**src/rtl/ipu_stat_pkg.sv**
```systemverilog
// Shared definitions for image-statistics blocks: publish FSM encoding and
// the values the running statistics restart from at every frame boundary.
package ipu_stat_pkg;

    typedef enum logic {
        ACCUM   = 1'b0,
        PUBLISH = 1'b1
    } stat_state_e;

    // Wide enough for any coordinate or count field; users slice to their width.
    localparam int                     STAT_INIT_W   = 32;
    localparam logic [STAT_INIT_W-1:0] STAT_MIN_INIT = '1;
    localparam logic [STAT_INIT_W-1:0] STAT_MAX_INIT = '0;
    localparam logic [STAT_INIT_W-1:0] STAT_CNT_INIT = '0;

endpackage

```
**src/rtl/pixel_coord_counter.sv**
```systemverilog
// Column/row position of the current pixel beat. Advances on valid beats only
// and saturates at the frame edge when line/frame markers go missing.
module pixel_coord_counter
#(
    parameter int P_WIDTH  = 320,
    parameter int P_HEIGHT = 240,
    parameter int P_WCNT_W = 9,
    parameter int P_HCNT_W = 8
)(
    input  logic                CLK,
    input  logic                RSTn,
    input  logic                i_valid,
    input  logic                i_last_in_line,
    input  logic                i_last_pix,
    output logic [P_WCNT_W-1:0] o_x,
    output logic [P_HCNT_W-1:0] o_y
);
    import ipu_stat_pkg::*;

    localparam logic [P_WCNT_W-1:0] LP_X_LAST = P_WCNT_W'(P_WIDTH - 1);
    localparam logic [P_HCNT_W-1:0] LP_Y_LAST = P_HCNT_W'(P_HEIGHT - 1);

    logic [P_WCNT_W-1:0] r_x;
    logic [P_HCNT_W-1:0] r_y;

    // NOTE: state registers use non-blocking assignments so every flop samples pre-edge values.
    always_ff @(posedge CLK) begin
        if (!RSTn) begin
            r_x <= '0;
            r_y <= '0;
        end else if (i_valid) begin
            if (i_last_pix) begin
                r_x <= '0;
                r_y <= '0;
            end else if (i_last_in_line) begin
                r_x <= '0;
                r_y <= (r_y == LP_Y_LAST) ? r_y : r_y + P_HCNT_W'(1);
            end else begin
                r_x <= (r_x == LP_X_LAST) ? r_x : r_x + P_WCNT_W'(1);
            end
        end
    end

    assign o_x = r_x;
    assign o_y = r_y;

endmodule

```
**src/rtl/binary_bbox_stat.sv**
```systemverilog
// Bounding box and foreground count of a binary frame, published one cycle
// after the LAST_PIX beat. Define BBOX_CENTROID_SUM_EN to add SUM_X/SUM_Y.
module binary_bbox_stat
    import ipu_stat_pkg::*;
#(
    parameter int P_WIDTH     = 320,
    parameter int P_HEIGHT    = 240,
    parameter int P_WCNT_W    = 9,
    parameter int P_HCNT_W    = 8,
    parameter int P_PIX_CNT_W = 17
)(
    input  logic                   CLK,
    input  logic                   RSTn,
    input  logic                   DIN_VALID,
    input  logic                   DIN,
    input  logic                   LAST_IN_LINE,
    input  logic                   LAST_PIX,
    input  logic [P_PIX_CNT_W-1:0] MIN_COUNT,
    output logic [P_WCNT_W-1:0]    X_MIN,
    output logic [P_WCNT_W-1:0]    X_MAX,
    output logic [P_HCNT_W-1:0]    Y_MIN,
    output logic [P_HCNT_W-1:0]    Y_MAX,
    output logic [P_PIX_CNT_W-1:0] PIX_COUNT,
    output logic                   FOUND,
    output logic                   RESULT_VALID,
    output logic                   NEXT_LAST_PIX
`ifdef BBOX_CENTROID_SUM_EN
    ,
    output logic [P_WCNT_W+P_PIX_CNT_W-1:0] SUM_X,
    output logic [P_HCNT_W+P_PIX_CNT_W-1:0] SUM_Y
`endif
);

    logic [P_WCNT_W-1:0]    w_x;
    logic [P_HCNT_W-1:0]    w_y;
    logic                   w_fg, w_publish, w_found, w_restart;
    logic [P_WCNT_W-1:0]    w_base_xmin, w_base_xmax, w_nxt_xmin, w_nxt_xmax;
    logic [P_HCNT_W-1:0]    w_base_ymin, w_base_ymax, w_nxt_ymin, w_nxt_ymax;
    logic [P_PIX_CNT_W-1:0] w_base_cnt, w_nxt_cnt;

    stat_state_e            r_state;
    logic [P_WCNT_W-1:0]    r_xmin, r_xmax, r_x_min_o, r_x_max_o;
    logic [P_HCNT_W-1:0]    r_ymin, r_ymax, r_y_min_o, r_y_max_o;
    logic [P_PIX_CNT_W-1:0] r_cnt, r_cnt_o;
    logic                   r_found_o, r_result_valid, r_next_last_pix;

    pixel_coord_counter #(
        .P_WIDTH  (P_WIDTH),
        .P_HEIGHT (P_HEIGHT),
        .P_WCNT_W (P_WCNT_W),
        .P_HCNT_W (P_HCNT_W)
    ) u_coord (
        .CLK            (CLK),
        .RSTn           (RSTn),
        .i_valid        (DIN_VALID),
        .i_last_in_line (LAST_IN_LINE),
        .i_last_pix     (LAST_PIX),
        .o_x            (w_x),
        .o_y            (w_y)
    );

    assign w_fg      = DIN_VALID & DIN;
    assign w_publish = DIN_VALID & LAST_PIX;
    // The PUBLISH cycle restarts the stats underneath any beat arriving in it.
    assign w_restart = (r_state == PUBLISH);

    assign w_base_xmin = w_restart ? STAT_MIN_INIT[P_WCNT_W-1:0]    : r_xmin;
    assign w_base_xmax = w_restart ? STAT_MAX_INIT[P_WCNT_W-1:0]    : r_xmax;
    assign w_base_ymin = w_restart ? STAT_MIN_INIT[P_HCNT_W-1:0]    : r_ymin;
    assign w_base_ymax = w_restart ? STAT_MAX_INIT[P_HCNT_W-1:0]    : r_ymax;
    assign w_base_cnt  = w_restart ? STAT_CNT_INIT[P_PIX_CNT_W-1:0] : r_cnt;

    assign w_nxt_xmin = (w_fg && (w_x < w_base_xmin)) ? w_x : w_base_xmin;
    assign w_nxt_xmax = (w_fg && (w_x > w_base_xmax)) ? w_x : w_base_xmax;
    assign w_nxt_ymin = (w_fg && (w_y < w_base_ymin)) ? w_y : w_base_ymin;
    assign w_nxt_ymax = (w_fg && (w_y > w_base_ymax)) ? w_y : w_base_ymax;
    assign w_nxt_cnt  = (w_fg && (w_base_cnt != '1)) ? w_base_cnt + P_PIX_CNT_W'(1) : w_base_cnt;
    assign w_found    = (w_nxt_cnt != '0) && (w_nxt_cnt >= MIN_COUNT);

`ifdef BBOX_CENTROID_SUM_EN
    localparam int LP_SX_W = P_WCNT_W + P_PIX_CNT_W;
    localparam int LP_SY_W = P_HCNT_W + P_PIX_CNT_W;
    logic [LP_SX_W-1:0] w_nxt_sum_x, r_sum_x, r_sum_x_o;
    logic [LP_SY_W-1:0] w_nxt_sum_y, r_sum_y, r_sum_y_o;

    assign w_nxt_sum_x = (w_restart ? STAT_CNT_INIT[LP_SX_W-1:0] : r_sum_x) + (w_fg ? LP_SX_W'(w_x) : '0);
    assign w_nxt_sum_y = (w_restart ? STAT_CNT_INIT[LP_SY_W-1:0] : r_sum_y) + (w_fg ? LP_SY_W'(w_y) : '0);

    always_ff @(posedge CLK) begin
        if (!RSTn) begin
            r_sum_x   <= STAT_CNT_INIT[LP_SX_W-1:0];
            r_sum_y   <= STAT_CNT_INIT[LP_SY_W-1:0];
            r_sum_x_o <= '0;
            r_sum_y_o <= '0;
        end else begin
            r_sum_x <= w_nxt_sum_x;
            r_sum_y <= w_nxt_sum_y;
            if (w_publish) begin
                r_sum_x_o <= w_found ? w_nxt_sum_x : '0;
                r_sum_y_o <= w_found ? w_nxt_sum_y : '0;
            end
        end
    end

    assign SUM_X = r_sum_x_o;
    assign SUM_Y = r_sum_y_o;
`endif

    always_ff @(posedge CLK) begin
        if (!RSTn) begin
            r_state         <= ACCUM;
            r_xmin          <= STAT_MIN_INIT[P_WCNT_W-1:0];
            r_xmax          <= STAT_MAX_INIT[P_WCNT_W-1:0];
            r_ymin          <= STAT_MIN_INIT[P_HCNT_W-1:0];
            r_ymax          <= STAT_MAX_INIT[P_HCNT_W-1:0];
            r_cnt           <= STAT_CNT_INIT[P_PIX_CNT_W-1:0];
            r_x_min_o       <= '0;
            r_x_max_o       <= '0;
            r_y_min_o       <= '0;
            r_y_max_o       <= '0;
            r_cnt_o         <= '0;
            r_found_o       <= 1'b0;
            r_result_valid  <= 1'b0;
            r_next_last_pix <= 1'b0;
        end else begin
            r_xmin          <= w_nxt_xmin;
            r_xmax          <= w_nxt_xmax;
            r_ymin          <= w_nxt_ymin;
            r_ymax          <= w_nxt_ymax;
            r_cnt           <= w_nxt_cnt;
            r_result_valid  <= w_publish;
            r_next_last_pix <= w_publish;
            case (r_state)
                ACCUM:   r_state <= w_publish ? PUBLISH : ACCUM;
                PUBLISH: r_state <= w_publish ? PUBLISH : ACCUM;
                default: r_state <= ACCUM;
            endcase
            if (w_publish) begin
                r_x_min_o <= w_found ? w_nxt_xmin : '0;
                r_x_max_o <= w_found ? w_nxt_xmax : '0;
                r_y_min_o <= w_found ? w_nxt_ymin : '0;
                r_y_max_o <= w_found ? w_nxt_ymax : '0;
                r_cnt_o   <= w_nxt_cnt;
                r_found_o <= w_found;
            end
        end
    end

    assign X_MIN         = r_x_min_o;
    assign X_MAX         = r_x_max_o;
    assign Y_MIN         = r_y_min_o;
    assign Y_MAX         = r_y_max_o;
    assign PIX_COUNT     = r_cnt_o;
    assign FOUND         = r_found_o;
    assign RESULT_VALID  = r_result_valid;
    assign NEXT_LAST_PIX = r_next_last_pix;

endmodule

```
**config.mk**
```make
export PLATFORM = sky130hd
export DESIGN_NAME = binary_bbox_stat
export DESIGN_NICKNAME = d
export VERILOG_FILES = /design/src/rtl/ipu_stat_pkg.sv /design/src/rtl/pixel_coord_counter.sv /design/src/rtl/binary_bbox_stat.sv
export SDC_FILE = /design/constraint.sdc
export NUM_CORES = 1
export LEC_CHECK = 0
export CAP_MARGIN = 5
export CORE_AREA = 4 4 164 166
export DETAILED_ROUTE_END_ITERATION = 8
export DIE_AREA = 0 0 168 170
export PLACE_DENSITY_LB_ADDON = 0.2
export SYNTH_ARGS = -nofsm -noshare
export SYNTH_HDL_FRONTEND = slang
export SYNTH_SLANG_ARGS = --single-unit
```
**constraint.sdc**
```tcl
create_clock -name CLK -period 5.6 [get_ports CLK]
set_input_delay 1.12 -clock CLK [delete_from_list [all_inputs] [get_ports CLK]]
set_output_delay 1.12 -clock CLK [all_outputs]
set_load 0.02 [all_outputs]
```
After elaboration in Yosys (flattened, before gate mapping). Cells that the tools add are included.

Add/sub/neg operators: 3. Magnitude comparators: 5. Equal/unequal tests: 5. Muxes and demuxes: 21. Bitwise gates (word level): 2. Reductions and logical operators: 10.

Operators with widths (count): $mux 9 (9); $mux 8 (9); $mux 17 (2); $add 17x1->17 const B (1); $ge 17x17->1 (1); $ne 17x17->1 const B (1); $reduce_bool 17->1 (1); $add 9x1->9 const B (1); $eq 9x9->1 const B (1); $gt 9x9->1 (1); $lt 9x9->1 (1); $add 8x1->8 const B (1); $eq 8x8->1 const B (1); $gt 8x8->1 (1); $lt 8x8->1 (1); $logic_and 1x1->1 (6); $ne 3x3->1 const B (1); $reduce_and 3->1 (1); $and 1x1->1 (2); $ne 2x2->1 const B (1); $reduce_and 2->1 (1); $reduce_bool 2->1 (1); $mux 1 (1).

Register bits: 122. Input port bits: 23. Output and inout bits: 54. Word-level logic and storage cells: 61.

Logic depth before layout (Yosys ltp). Gate-level depths: netlist of the first run.

Depth after elaboration: 7. Mapped depth: 20. Mapped depth without buffers: 19.

By module. A second synthesis of the first run with hierarchy kept.

Cell total of the unflattened synthesis: 768. Area total of the unflattened synthesis: 6480.0 sq um.

By module, submodules not included: binary_bbox_stat (times used 1, cells each 657, area each 5556.6 sq um, seq. area each 2082.0 sq um); pixel_coord_counter (times used 1, cells each 111, area each 923.4 sq um, seq. area each 340.3 sq um).

Worst setup path after synthesis of the first run. OpenSTA, ideal clock, no wires.

Kind: reg-to-reg. Start point: register r_state. End point: register r_x_min_o[6] (netlist: X_MIN[6]). Setup time: 0.067 ns. Data arrival time: 4.196 ns. Setup slack: 1.337 ns. Cell stages (with the launch flop): 20. Clock period less this slack: 4.263 ns. Cells stage by stage: dfxtp_1 -> nor2b_1 -> ha_1 -> nand2_1 -> or3_1 -> nor3_1 -> ha_1 -> nand3b_4 -> or4_4 -> or3_1 -> a21oi_1 -> ha_1 -> nand4_1 -> or4_1 -> a21oi_1 -> nor3_1 -> o31ai_1 -> o211ai_4 -> buf_6 -> o21ai_2.

Longest elaborated chain between the ends: 7. Elaborated cells on any way between the ends: 13.

RTL lines: start, declared (RTL line binary_bbox_stat.sv:41) `stat_state_e r_state;`; start signal, assigned (RTL line binary_bbox_stat.sv:134) `ACCUM: r_state <= w_publish ? PUBLISH : ACCUM;`; start signal, assigned (RTL line binary_bbox_stat.sv:135) `PUBLISH: r_state <= w_publish ? PUBLISH : ACCUM;`; $mux 17 * (RTL line binary_bbox_stat.sv:71) `assign w_base_cnt = w_restart ? STAT_CNT_INIT[P_PIX_CNT_W-1:0] : r_cnt;`; branches (longest 2 deep; another with $add 17x1->17); $mux 17 * (RTL line binary_bbox_stat.sv:77) `assign w_nxt_cnt = (w_fg && (w_base_cnt != '1)) ? w_base_cnt + P_PIX_CNT_W'(1) : w_base_cnt;`; named net w_nxt_cnt[12] (RTL line binary_bbox_stat.sv:39) `logic [P_PIX_CNT_W-1:0] w_base_cnt, w_nxt_cnt;`; $ge 17x17->1 or $reduce_bool 17->1 (tied branches) (RTL line binary_bbox_stat.sv:78) `assign w_found = (w_nxt_cnt != '0) && (w_nxt_cnt >= MIN_COUNT);`; $logic_and 1x1->1 * (RTL line binary_bbox_stat.sv:78); $mux 9 * (RTL line binary_bbox_stat.sv:139) `r_x_min_o <= w_found ? w_nxt_xmin : '0;`; end signal, assigned (RTL line binary_bbox_stat.sv:139); end, declared (RTL line binary_bbox_stat.sv:42) `logic [P_WCNT_W-1:0] r_xmin, r_xmax, r_x_min_o, r_x_max_o;`.

Mark *: on every way through the listed nets, which the timed path passes. A chain may end at the register's enable or synchronous reset.

Final worst setup path of the first run.
Start point: register r_state. End point: register r_x_min_o[3] (netlist: X_MIN[3]).

Same word-level chain as after synthesis.

==> results.sh, run 1 <==
export IMPL_drt_iter0_drc=149
export IMPL_antenna_found_initial=0
export IMPL_start_util_pct=24.6
export IMPL_grt_pass1_vias=4987
export IMPL_wl_per_cell_um=14.1
export IMPL_synth_compound_area_share_pct=12.5
export IMPL_async_flop_share_pct=0
export IMPL_synthXorXnorAreaFrac_pct=2.91
export IMPL_core_sq_mm=0.0256
export IMPL_nets=873
export IMPL_layout_setup_ws_ns=0.582
export IMPL_die_w_um=168
export IMPL_yosys_area_top_type_share_pct=38.4
export IMPL_synth_simple_area_share_pct=23.2
export IMPL_drive_above_1_share_pct=10.6
export IMPL_drt_pass1_iterations=4
export IMPL_via_per_inst=4.38
export IMPL_routed_wirelength_mm=16.2
export IMPL_worst_pin_slew_ns=1.00
export IMPL_ys_flop_type="dfxtp_1"
export IMPL_dp_hpwl_mm=11.7
export IMPL_synth_edf_count=0
export IMPL_synth_area_sq_mm=0.00631
export IMPL_clock_sinks=121
export IMPL_h_tree_depth=4
export IMPL_portBuffers=76
export IMPL_yosysTopAreaCell="dfxtp_1"
export IMPL_mostFrequentLayoutCell="dfxtp_1"
export IMPL_syn_avg_cell_area_sq_um=8.69
export IMPL_yosysWarnings=0
export IMPL_die_area_sq_mm=0.0286
export IMPL_synth_top_family_by_area="simple AND/OR/NAND/NOR gates"
export IMPL_cts_setup_buffers=0
export IMPL_instances_no_fill=1145
export IMPL_dieHeight_um=170
export IMPL_ant_nets=0
export IMPL_synth_seq_cells=121
export IMPL_power_density_mw_per_mm2=266
export IMPL_place_area_sq_mm=0.00740
export IMPL_critPathTopFamily="simple AND/OR/NAND/NOR gates"
export IMPL_final_cell_mix="dfxtp_1, nand2_1, clkdlybuf4s50_1"
export IMPL_pre_cts_ws_ns=0.416
export IMPL_num_antenna_cells=0
export IMPL_synth_fa_ha_area_share_pct=10.5
export IMPL_synth_cells=726
export IMPL_globalRouteTotalUtil_pct=11.6
export IMPL_holdCritPathClass="reg2reg"
export IMPL_ys_types=55
export IMPL_cts_buffer_depth=2
export IMPL_clk_latency_ns=0.42
export IMPL_worst_clock_skew_ns=0.00773
export IMPL_setup_viol=0
export IMPL_crit_chain="buf_4 -> nand3b_4 -> nor3_1 -> ha_1 -> nand3b_4 -> or4_4 -> or3_1 -> a21oi_1 -> ha_1 -> nand4_1 -> or4_1 -> a21oi_1 -> nor3_1 -> o31ai_1 -> o211ai_4 -> o21ai_0"
export IMPL_place_gp_congestion=0.752
export IMPL_tritoncts="done"
export IMPL_area_growth_pct=26.7
export IMPL_timing_final_crit_share_pct=89.6
export IMPL_grt_pass1_wl_mm=26.4
export IMPL_hold_viol_final=0
export IMPL_cts_made_buffers=17
export IMPL_clk_pin_slew_ns=0.06
export IMPL_finalCriticalPeriod_ns=5.02
export IMPL_max_freq_ghz=0.199
export IMPL_path_buf_inv=1
export IMPL_p_leak_nw=3.30
export IMPL_finalCoreUtilization_pct=31.2
export IMPL_drc=0
export IMPL_status="complete, no violations"
export IMPL_rsz0062_at_grt="false"
export IMPL_peakVddDrop_uv=122
export IMPL_cp_end_kind="flip-flop"
export IMPL_worst_endpoint_required_ns=5.94
export IMPL_final_setup_tns_ns=0
export IMPL_dp_cells=1113
export IMPL_yosysSeqAreaShare_pct=38.4
export IMPL_post_cts_resized=0
export IMPL_start_kind="flip-flop"
export IMPL_grt_max_degree=62
export IMPL_cpMaxStageDelayCell="or4_4"
export IMPL_final_area_sq_mm=0.00800
export IMPL_cap_violations=0
export IMPL_cp_data_arrival_time_ns=5.35
export IMPL_critical_path_max_stage_delay_ns=0.61
export IMPL_synth_mux_area_share_pct=7.00
export IMPL_vias=5019
export IMPL_overflow=0
export IMPL_placementRows=59
export IMPL_ctsRootBufferMaster="clkbuf_16"
export IMPL_critPathMaxFanout=61
export IMPL_syn_nets=802
export IMPL_yosys_top_cells_area="dfxtp_1, ha_1, nand2_1"
export IMPL_cts_hold_buf=0
export IMPL_relSlewSlack_pct=33.1
export IMPL_slew_violations=0
export IMPL_path_class="reg2reg"
export IMPL_io_pins=77
## path summary, 6_finish.rpt
check	slack, ns	start	depth (start not counted)	to
setup / recovery	0.58	r_state$_SDFF_PN0_	16	X_MIN[3]$_SDFFE_PN0P_
hold / removal	0.44	FOUND$_SDFFE_PN0P_	2	FOUND$_SDFFE_PN0P_
setup reg to reg	0.58	r_state$_SDFF_PN0_	16	X_MIN[3]$_SDFFE_PN0P_
hold reg to reg	0.44	FOUND$_SDFFE_PN0P_	2	FOUND$_SDFFE_PN0P_
## registers in the layout, indices dropped and copies added, names as in the netlist
signal,flops
FOUND,1
PIX_COUNT,17
X_MAX,9
X_MIN,9
Y_MAX,8
Y_MIN,8
r_cnt,17
r_state,1
r_xmax,9
r_xmin,9
r_ymax,8
r_ymin,8
u_coord.o_x,9
u_coord.o_y,8
## synth_stat cells (5+ instances only)
master    count
nor3_1        8
xnor2_1      17
mux2_2       25
inv_1        56
nand3_1      13
o21ai_2      10
nand2b_1     27
nor4_1        7
dfxtp_1     121
nand3b_1     10
o21ai_0      38
a21oi_1      21
a21boi_0     13
nor2_1       43
and2_1       17
o211a_1       5
clkbuf_1     23
a211oi_1      5
or3_1         6
nor2b_1      14
ha_1         53
mux2i_1      16
nand4_1      15
nand2_1     107
## cell families after synthesis
family / after synthesis
simple gates: 286
xor+xnor: 21
flops: 121
compound gates: 117
fa+ha+maj: 53
buf+inv: 87
mux: 41
## power by group
| part | leakage, nW | internal, mW | switching (mW) |
|---|---|---|---|
| Combinational | 2.03 | 0.0592 | 0.0823 |
| Clock | 0.291 | 0.700 | 0.408 |
| Sequential | 0.980 | 0.874 | 0.00632 |
## layout make-up
cell class / count / area (sq um)
Timing Repair Buffer: 83 / 808
Inverter: 56 / 210
Sequential cell: 121 / 2420
Clock inverter: 11 / 120
Fill cell: 2703 / 17600
Multi-Input combinational cell: 518 / 3540
Clock buffer: 21 / 480
Tap cell: 335 / 419
## per-layer routing
| metal | share of wire [%] | vias to the layer above | wire length (um) | track usage, % |
|---|---|---|---|---|
| met5 | 0 | - | 0 | 0 |
| met4 | 1.4 | 0 | 229 | 4.02 |
| met3 | 4.7 | 16 | 758 | 2.51 |
| met2 | 44 | 89 | 7130 | 18.6 |
| met1 | 50 | 2293 | 8050 | 15.5 |
| li1 | - | 2621 | - | - |
## worst reg2reg max path: stages, from the launching register on
cell	delay (ns)
dfxtp_2	0.36
buf_4	0.50
nand3b_4	0.30
nor3_1	0.07
ha_1	0.20
nand3b_4	0.26
or4_4	0.62
or3_1	0.32
a21oi_1	0.28
ha_1	0.21
nand4_1	0.13
or4_1	0.52
a21oi_1	0.14
nor3_1	0.06
o31ai_1	0.24
o211ai_4	0.45
o21ai_0	0.27
## through the flow
step,hold slack [ns],power (mW)
finish,0.444,2.13
global route,0.471,2.22
CTS,0.453,2.17
detailed placement,0.443,1.04
global placement,0.436,1.04
floorplan,0.484,0.992
Note: power is estimated with default switching activity, not from simulation.
==> run 2, diff against run 1 <==
- CTS_CLUSTER_DIAMETER: default -> 120
==> results of run 2 <==
Final layout, timing and power as in run 1 (identical DEF).
==> run 3, diff against run 2 <==
- CORE_AREA: 4 4 164 166 -> 4 4 118 232
- DIE_AREA: 0 0 168 170 -> 0 0 122 236
- HOLD_SLACK_MARGIN: default -> 0.1
==> results.sh, run 3 (synthesis results as in run 1) <==
export IMPL_area_growth_pct=28.1
export IMPL_placementRows=83
export IMPL_worst_endpoint_required_ns=5.94
export IMPL_drt_iter0_drc=114
export IMPL_power_density_mw_per_mm2=280
export IMPL_die_area_sq_mm=0.0288
export IMPL_layout_setup_ws_ns=0.569
export IMPL_critPathTopFamily="compound AO/OA/AOI/OAI gates"
export IMPL_core_sq_mm=0.0257
export IMPL_cpMaxStageDelayCell="o31ai_1"
export IMPL_pre_cts_ws_ns=0.343
export IMPL_p_int_mw=1.76
export IMPL_vias=5116
export IMPL_ctsRootBufferMaster="clkbuf_16"
export IMPL_drt_pass1_iterations=4
export IMPL_multi_input_area_sq_mm=0.00354
export IMPL_seq_area_sq_mm=0.00242
export IMPL_overflow=0
export IMPL_routed_wirelength_mm=17.6
export IMPL_final_cell_mix="dfxtp_1, nand2_1, clkdlybuf4s50_1"
export IMPL_critPathMaxFanout=18
export IMPL_mostFrequentLayoutCell="dfxtp_1"
export IMPL_die_w_um=122
export IMPL_grt_max_degree=83
export IMPL_cp_data_arrival_time_ns=5.38
export IMPL_h_tree_depth=4
export IMPL_clk_latency_ns=0.43
export IMPL_sw_frac_of_total_pct=22.1
export IMPL_p_leak_nw=3.34
export IMPL_final_setup_tns_ns=0
export IMPL_dp_hpwl_mm=13.3
export IMPL_pwr_share_comb_pct=6.4
export IMPL_crit_chain="nor2b_1 -> ha_1 -> nand2_1 -> or3_1 -> nor3_1 -> ha_1 -> nand3b_4 -> buf_4 -> mux2i_1 -> inv_1 -> ha_1 -> nor2b_1 -> o21bai_1 -> a31oi_1 -> a211oi_1 -> o31ai_1 -> o211ai_4 -> o21ai_0"
export IMPL_worst_pin_slew_ns=1.03
export IMPL_clk_pin_slew_ns=0.06
export IMPL_start_util_pct=24.6
export IMPL_cts_buffer_depth=2
export IMPL_antenna_found_initial=0
export IMPL_wl_per_cell_um=15.3
export IMPL_slew_violations=0
export IMPL_fill_cells=2722
export IMPL_path_buf_inv=2
export IMPL_cts_made_buffers=17
export IMPL_portBuffers=76
export IMPL_post_cts_resized=0
export IMPL_tritoncts="done"
export IMPL_status="complete, no violations"
export IMPL_timing_final_crit_share_pct=89.8
export IMPL_drive_above_1_share_pct=10.6
export IMPL_num_antenna_cells=0
export IMPL_nets=875
export IMPL_path_class="reg2reg"
export IMPL_io_pins=77
export IMPL_globalRouteTotalUtil_pct=12.8
export IMPL_via_per_inst=4.44
export IMPL_grt_pass1_vias=5317
export IMPL_finalCriticalPeriod_ns=5.03
export IMPL_drc=0
export IMPL_cts_hold_buf=0
export IMPL_rsz0062_at_grt="false"
export IMPL_power_frac_seq_pct=39.0
export IMPL_hold_viol_final=0
export IMPL_holdCritPathClass="reg2reg"
export IMPL_grt_pass1_wl_mm=28.3
export IMPL_critical_path_max_stage_delay_ns=0.69
export IMPL_worst_clock_skew_ns=0.00949
export IMPL_relSlewSlack_pct=31.1
export IMPL_dieHeight_um=236
export IMPL_ant_nets=0
export IMPL_place_gp_congestion=0.775
export IMPL_reg2reg_slack_ns=0.57
export IMPL_cts_setup_buffers=0
export IMPL_peakVddDrop_uv=166
export IMPL_cap_violations=0
export IMPL_max_freq_ghz=0.199
export IMPL_switchingPower_uw=500
export IMPL_cp_end_kind="flip-flop"
export IMPL_clock_sinks=121
export IMPL_setup_viol=0
export IMPL_crit_top_cell="ha_1"
export IMPL_start_kind="flip-flop"
export IMPL_p_clk_share_pct=54.6
-- run 3: cell count changes in the layout (fill, tap and decap cells not counted) --
cell / previous run / this run
clkbuf_8: 4 / 3
clkinv_2: 4 / 1
buf_2: 1 / 0
inv_6: 0 / 1
clkbuf_1: 0 / 2
clkinvlp_4: 3 / 1
buf_4: 7 / 10
bufinv_16: 2 / 5
-- run 3: per-stage QoR --
stage                     cell area, sq um  cells  util [%]  power, mW  hold WS [ns]
final                                 8090   1152      31.5       2.26         0.442
after CTS                             8090   1152      31.5       2.30         0.447
after detailed placement              7420   1120      28.9       1.05         0.438
after global routing                  8090   1152      31.5       2.35         0.471
after floorplan                       6310    726         -      0.992         0.484
after global placement                7420   1120      28.9       1.05         0.435
-- run 3: tightest hold or removal path, delay by kind of cell, from the launching register on --
| family | cells | cell delay (ns) |
|---|---|---|
| and+or+nand+nor | 2 | 0.09 |
| DFF | 1 | 0.31 |
-- run 3: per-layer routing --
metal,vias to the layer above,share of wire [%],track usage (%)
li1,2618,-,-
met1,2389,38,12.6
met2,88,56,24.7
met3,21,3.8,3.41
met4,0,1.8,4.83
met5,-,0,0
-- run 3: power by group through the flow --
stage | logic (mW) | registers (mW) | clock network [mW]
floorplan | 0.0909 | 0.901 | 0
global placement | 0.149 | 0.900 | 0
detailed placement | 0.149 | 0.900 | 0
CTS | 0.150 | 0.881 | 1.27
global route | 0.162 | 0.882 | 1.30
finish | 0.145 | 0.881 | 1.24
-- run 3: area by class of cell --
type | count | area share (%)
Multi-Input combinational cell | 518 | 43.8
Sequential cell | 121 | 30.0
Timing Repair Buffer | 85 | 10.2
Clock buffer | 22 | 5.86
Inverter | 56 | 2.60
Tap cell | 340 | 5.26
Clock inverter | 10 | 2.34
-- run 3: path summary, 6_finish.rpt --
check / start / to / depth (start not counted)
worst max-delay path: r_state$_SDFF_PN0_ / Y_MIN[7]$_SDFFE_PN0P_ / 18
worst min-delay path: FOUND$_SDFFE_PN0P_ / FOUND$_SDFFE_PN0P_ / 2
worst min register to register: FOUND$_SDFFE_PN0P_ / FOUND$_SDFFE_PN0P_ / 2
worst max register to register: r_state$_SDFF_PN0_ / Y_MIN[7]$_SDFFE_PN0P_ / 18
